File: src/rtl/bus_arbiter.sv
// bus_arbiter: two-master, one-slave round-robin bus arbiter.
//
// Ports:
//   i_clk, i_reset         clock and synchronous active-high reset
//   i_mX_cs/we/addr/dat    master X request, write enable, address, write data
//   o_mX_dat               master X read data (8'hff on timeout)
//   o_mX_ack, o_mX_err     master X completion pulse and timeout flag
//   o_cs/we/addr/dat       slave request muxed from the current owner
//   i_dat, i_ack           slave read data and completion
//   o_grant                one-hot current owner (01 = m0, 10 = m1), 00 when idle
//
// TIMEOUT is the number of BUSY cycles without i_ack before the owner is
// completed with an error (legal range 1..255).
module bus_arbiter #(
  parameter logic [7:0] TIMEOUT = 8'd255
) (
  input  logic        i_clk,
  input  logic        i_reset,
  input  logic        i_m0_cs,
  input  logic        i_m0_we,
  input  logic [15:0] i_m0_addr,
  input  logic [7:0]  i_m0_dat,
  output logic [7:0]  o_m0_dat,
  output logic        o_m0_ack,
  output logic        o_m0_err,
  input  logic        i_m1_cs,
  input  logic        i_m1_we,
  input  logic [15:0] i_m1_addr,
  input  logic [7:0]  i_m1_dat,
  output logic [7:0]  o_m1_dat,
  output logic        o_m1_ack,
  output logic        o_m1_err,
  output logic        o_cs,
  output logic        o_we,
  output logic [15:0] o_addr,
  output logic [7:0]  o_dat,
  input  logic [7:0]  i_dat,
  input  logic        i_ack,
  output logic [1:0]  o_grant
);

  typedef enum logic {IDLE, BUSY} state_t;

  state_t      r_state;
  logic        r_owner;   // 0 = m0, 1 = m1
  logic        r_last;    // last master that finished or aborted
  logic [7:0]  r_cnt;
  logic [1:0]  r_grant;

  logic        owner_cs;
  logic        active;
  logic        done;
  logic        tmo;
  logic        abort;
  logic        next_owner;

  always_comb begin
    owner_cs   = r_owner ? i_m1_cs : i_m0_cs;
    // Reset masks the slave/master strobes even while the state is still BUSY.
    active     = (r_state == BUSY) && !i_reset;
    done       = active && i_ack;
    tmo        = active && !i_ack && owner_cs && (r_cnt == TIMEOUT - 8'd1);
    abort      = active && !i_ack && !owner_cs;
    // On a tie the master not served last wins; otherwise whoever asks.
    next_owner = (i_m0_cs && i_m1_cs) ? ~r_last : i_m1_cs;

    o_cs       = active && owner_cs;
    o_we       = active && (r_owner ? i_m1_we : i_m0_we);
    o_addr     = active ? (r_owner ? i_m1_addr : i_m0_addr) : '0;
    o_dat      = active ? (r_owner ? i_m1_dat : i_m0_dat) : '0;

    o_m0_ack   = (done || tmo) && !r_owner;
    o_m1_ack   = (done || tmo) && r_owner;
    o_m0_err   = tmo && !r_owner;
    o_m1_err   = tmo && r_owner;
    o_m0_dat   = (tmo && !r_owner) ? 8'hff : i_dat;
    o_m1_dat   = (tmo && r_owner) ? 8'hff : i_dat;

    o_grant    = r_grant;
  end

  always_ff @(posedge i_clk) begin
    if (i_reset) begin
      r_state <= IDLE;
      r_owner <= 1'b0;
      r_last  <= 1'b1;
      r_cnt   <= '0;
      r_grant <= '0;
    end else begin
      case (r_state)
        IDLE: begin
          if (i_m0_cs || i_m1_cs) begin
            r_state <= BUSY;
            r_owner <= next_owner;
            r_grant <= next_owner ? 2'b10 : 2'b01;
            r_cnt   <= '0;
          end
        end
        BUSY: begin
          if (done || tmo || abort) begin
            r_state <= IDLE;
            r_grant <= '0;
            r_last  <= r_owner;
          end else begin
            r_cnt <= r_cnt + 8'd1;
          end
        end
        default: begin
          r_state <= IDLE;
          r_grant <= '0;
        end
      endcase
    end
  end

endmodule

File: config.mk
export PLATFORM = sky130hd
export DESIGN_NAME = bus_arbiter
export DESIGN_NICKNAME = d
export VERILOG_FILES = /design/src/rtl/bus_arbiter.sv
export SDC_FILE = /design/constraint.sdc
export NUM_CORES = 1
export LEC_CHECK = 0
export BUFFER_PORTS_ARGS = -buffer_cell sky130_fd_sc_hd__buf_2
export CORE_MARGIN = 3
export CORE_UTILIZATION = 34
export CTS_CLUSTER_SIZE = 24
export DETAILED_ROUTE_END_ITERATION = 16
export GPL_TIMING_DRIVEN = 0
export PLACE_DENSITY = 0.76
export SLEW_MARGIN = 40
export SYNTH_ARGS = -nofsm -noshare
export SYNTH_HDL_FRONTEND = slang
export SYNTH_SLANG_ARGS = --single-unit
File: constraint.sdc
create_clock -name i_clk -period 1.66 [get_ports i_clk]
set_input_delay 0.083 -clock i_clk [delete_from_list [all_inputs] [get_ports i_clk]]
set_output_delay 0.083 -clock i_clk [all_outputs]
set_load 0.03 [all_outputs]
---- Word-level counts from Yosys, hierarchy flattened ----
Index checks and enable logic that the tools add are counted.
operators by class
  $add $sub $neg .......................... 1
  equal/unequal tests ..................... 4
  multiplexer cells ....................... 19
  bitwise logic cells ..................... 2
  reduce and logical (&&, ||, !) cells .... 24
operator list
  operator                                                                 count
  8-bit two-way mux                                                        6
  16-bit two-way mux                                                       2
  8-bit case mux with 2 select lines                                       1
  1-bit logical AND                                                        13
  8-bit by 1-bit adder with 8-bit output, second input constant            1
  8-bit == test, second input constant                                     1
  2-bit AND reduction                                                      4
  2-bit two-way mux                                                        3
  1-bit two-way mux                                                        5
  1-bit zero test                                                          4
  2-bit inequality test, second input constant                             2
  2-bit case mux with 2 select lines                                       1
  1-bit logical OR                                                         3
  2-bit by 1-bit inequality test with 1-bit output, second input constant  1
  1-bit inverter                                                           2
  1-bit case mux with 2 select lines                                       1
word-level totals
  register bits after elaboration ......... 13
  bits of input ports ..................... 63
  logic and storage cells ................. 55

---- Longest topological paths before layout ----
  depth in word-level cells ............... 9
  gate-level depth with buffers ........... 7
  mapped depth without buffers ............ 6

---- Least setup slack after synthesis ----
OpenSTA, ideal clock, no wires.
  path type ............................... register -> output
  start point ............................. reg r_owner
  end point ............................... out o_m1_ack
  arrival time ............................ 1.740 ns
  required time ........................... 1.577 ns
  setup slack ............................. -0.163 ns
  cell stages (with the launch flop) ...... 5
  cell sequence ........................... dfxtp_1 buf_2 buf_2 buf_2 nor3b_1
on the way
  cells in the longest elaborated chain, start to end .. 5
ends and longest elaborated chain
  item                             RTL line  RTL
  start, declared                  45        logic r_owner;
  start signal, assigned           94        r_owner <= next_owner;
  1-bit two-way mux                58        owner_cs = r_owner ? i_m1_cs : i_m0_cs;
  1-bit logical AND (2 in series)  62        tmo = active && !i_ack && owner_cs && (r_cnt == TIMEOUT - 8'd1);
  1-bit logical OR                 73        o_m1_ack = (done || tmo) && r_owner;
  1-bit logical AND (*)            73
  end, declared                    31        output logic o_m1_ack,
Mark *: on every way between the ends. The rest lies on a longest branch, timed or not.

---- Final worst setup path ----
  start point ............................. reg r_cnt[0]
  end point ............................... out o_m0_dat[3]
on the way
  cells in the longest elaborated chain, start to end .. 4
ends and longest elaborated chain
  item                    RTL line  RTL
  start, declared         47        logic [7:0] r_cnt;
  start signal, assigned  105       r_cnt <= r_cnt + 8'd1;
  8-bit == test           62
  1-bit logical AND       62
  1-bit logical AND       76        o_m0_dat = (tmo && !r_owner) ? 8'hff : i_dat;
  8-bit two-way mux       76
  end, declared           23        output logic [7:0] o_m0_dat,
Every way passes these cells.

==> summary.txt <==
Status: finished, violations left
Failing checks: setup timing
Crit Path Class: reg2out
WL final: 4780 um
Via count: 1678
Die Y: 66.8 um
Synth async-reset ratio: 0%
Maximum VDD drop: 580 uV
Final setup viols: 8
Clk_skew: 0.00587 ns
CTS tree: built
Post-Synthesis Cells: 162
Setup ws final: -0.0733 ns
DRC: 0
Worst EP arrival: 1.65 ns
I/O pins: 111
Switch Pwr: 0.394 mW
Gp weighted congestion: 0.805
Synth Area in Adders: 1.99%
First-pass GRT wire length: 6450 um
WL/cell: 14.6 um
Power per cell area: 504 mW/mm2
Max Cap Viol: 0
Crit path required time: 1.58 ns
Tot GR Track Use: 18.5%
Max stage delay on crit path: 0.33 ns
Iter 0 DRT Violations: 56
DP Area: 0.00187 mm2
CTS clk-pin slew, worst paths: 0.05 ns
Initial Utilization: 36.5%
Sinks on Clock Net: 13
Post-synthesis compound-gate area fraction: 15.4%
Hold_ws: 0.0880 ns
Dpl ws: -0.175 ns
Worst slew pin tran: 0.463 ns
HPWL Detailed: 3410 um
Core area: 0.00344 mm2
Most frequent cells in the layout: buf_2, nor2_1, mux2i_1
Pint: 0.722 mW
Vias in the first global route: 1350
Final core utilization: 64.3%
H-Tree Depth: 1
Most common cell after layout, fill and taps aside: buf_2
Seq/Total Area, Yosys: 20.7%
Synth Area in XOR/XNOR: 0%
Most used DFF post-synth: dfxtp_1
Yosys cell types: 36
Max Root-Sink Buffers: 2
Grt total ovfl: 0
Row cnt: 21
Slew headroom: 69.1%
Fmax: 577 MHz
Seq cells post-synth: 13
Synth Area in Simple Gates: 32.0%
Sw Ratio: 35.3%
Area grow syn2layout: 76.1%
CTS Buf Count: 3
Largest net degree at the start of global routing: 11
Mapped Area: 0.00126 mm2
Critical path, cell by cell: inv_2 > ha_4 > and3_4 > and4b_2 > or2_4 > buf_6
Logic pwr share: 44.7%
RSZ-0062 raised after global routing: true
Main combinational cell family by area after synthesis: simple AND/OR/NAND/NOR gates
Mux contribution to synthesized area: 24.3%
Antenna fix cells: 0
Root Buffer: clkbuf_8
Setup crit end kind: output port
Final design area excluding fillers: 0.00221 mm2
Hold Fails Final Rpt: 0
Tmin final: 1.73 ns
Fin crit share: 104%
Clk_lat worst skew: 0.25 ns
Vias per cell: 5.12
PnR Total Power: 1.12 mW
Synthesized Nets: 227
Crit-path max FO: 7
Slowest CP cell: dfxtp_2
LEAKAGE: 1.14 nW
Worst setup SP type: flop
IO buf count: 110
1st-pass router iterations: 4
Yosys warns: 0
Share of power burned in registers: 29.9%
Worst hold path type: in2reg
Share of layout cells above drive strength 1: 57.4%
Die area: 0.00446 mm2
Final antenna-violating net count: 0
Die W: 66.8 um
# placed instances: 318
Clock network power share: 25.4%
Syn avg cell area: 7.75 um2
Setup TNS: -0.351 ns
Number of synthesized flops with an enable pin: 0
Initial antenna violation count: 0
Slew Viols, Final: 0
# nets final: 348
Non-filler instance count after layout: 328
[worst max-delay path: cells and delay by family (launching register included)]
kind,cells,cell delay [ns]
fa+ha+maj,1,0.15
simple gates,3,0.76
buf+inv,2,0.18
flops,1,0.33
[path summary, 6_finish.rpt]
check             start     endpoint  slack, ns  cells past startpoint
max            r_cnt[0]  o_m0_dat[3]      -0.07                      6
min reg2reg  o_grant[1]   o_grant[1]       0.47                      2
min             i_reset      r_state       0.09                      2
max reg2reg    r_cnt[0]     r_cnt[0]       0.02                      6
[cell usage after synthesis (all sizes together), types with 2 or more instances]
cell type | count | area [um2]
nand4 | 2 | 12.5
nor2 | 30 | 113
inv | 3 | 11.3
nand2 | 2 | 7.51
nor3 | 5 | 25.0
or2 | 8 | 50.1
mux2 | 2 | 22.5
a211o | 3 | 26.3
ha | 2 | 25.0
and3 | 6 | 37.5
nand2b | 15 | 93.8
a21o | 3 | 22.5
mux2i | 27 | 283
nand3 | 3 | 15.0
o211ai | 2 | 15.0
nor3b | 2 | 15.0
o21ai | 2 | 10.0
a21oi | 8 | 40.0
buf | 11 | 58.8
dfxtp | 13 | 260
[cell families after synthesis]
group / Yosys count
AOI/OAI and AO/OA: 27
adders and majority gates: 2
buffers and inverters: 14
DFF: 13
muxes: 29
and+or+nand+nor: 77
[final cells by class]
class,count,area [um2]
fillers,280,1230
multi-input cells,136,1030
repair buffers,119,739
flip-flops and latches,13,272
plain buffers,7,61.3
well taps,46,57.6
clock buffers,4,45.0
inverters,3,11.3
[power groups by stage]
| stage | clock (mW) | sequential (mW) | combinational (mW) |
|---|---|---|---|
| after floorplan | 0 | 0.344 | 0.266 |
| after global placement | 0 | 0.337 | 0.418 |
| after detailed placement | 0 | 0.337 | 0.425 |
| after CTS | 0.286 | 0.331 | 0.478 |
| after global routing | 0.293 | 0.335 | 0.534 |
| final | 0.284 | 0.334 | 0.499 |
[layer usage]
| metal | GRT usage (%) | vias up | routed length (um) |
|---|---|---|---|
| li1 | - | 818 | - |
| met1 | 22.2 | 779 | 1900 |
| met2 | 33.0 | 73 | 2380 |
| met3 | 3.54 | 8 | 399 |
| met4 | 5.33 | 0 | 95 |
| met5 | 0 | - | 0 |
[flip-flops by register name (all words and copies together), names as in the netlist]
name     cells
r_cnt        8
o_grant      2
r_last       1
r_owner      1
r_state      1
[timing repair]
| action | CTS | global route |
|---|---|---|
| resized for setup | 56 | 31 |
| cloned | 1 | 0 |
| hold buffers | 0 | 0 |
| setup buffers | 6 | 3 |
| setup endpoints to repair | 40 | 40 |
| pin swaps | 6 | 8 |
Power figures use the tool's default switching activity.
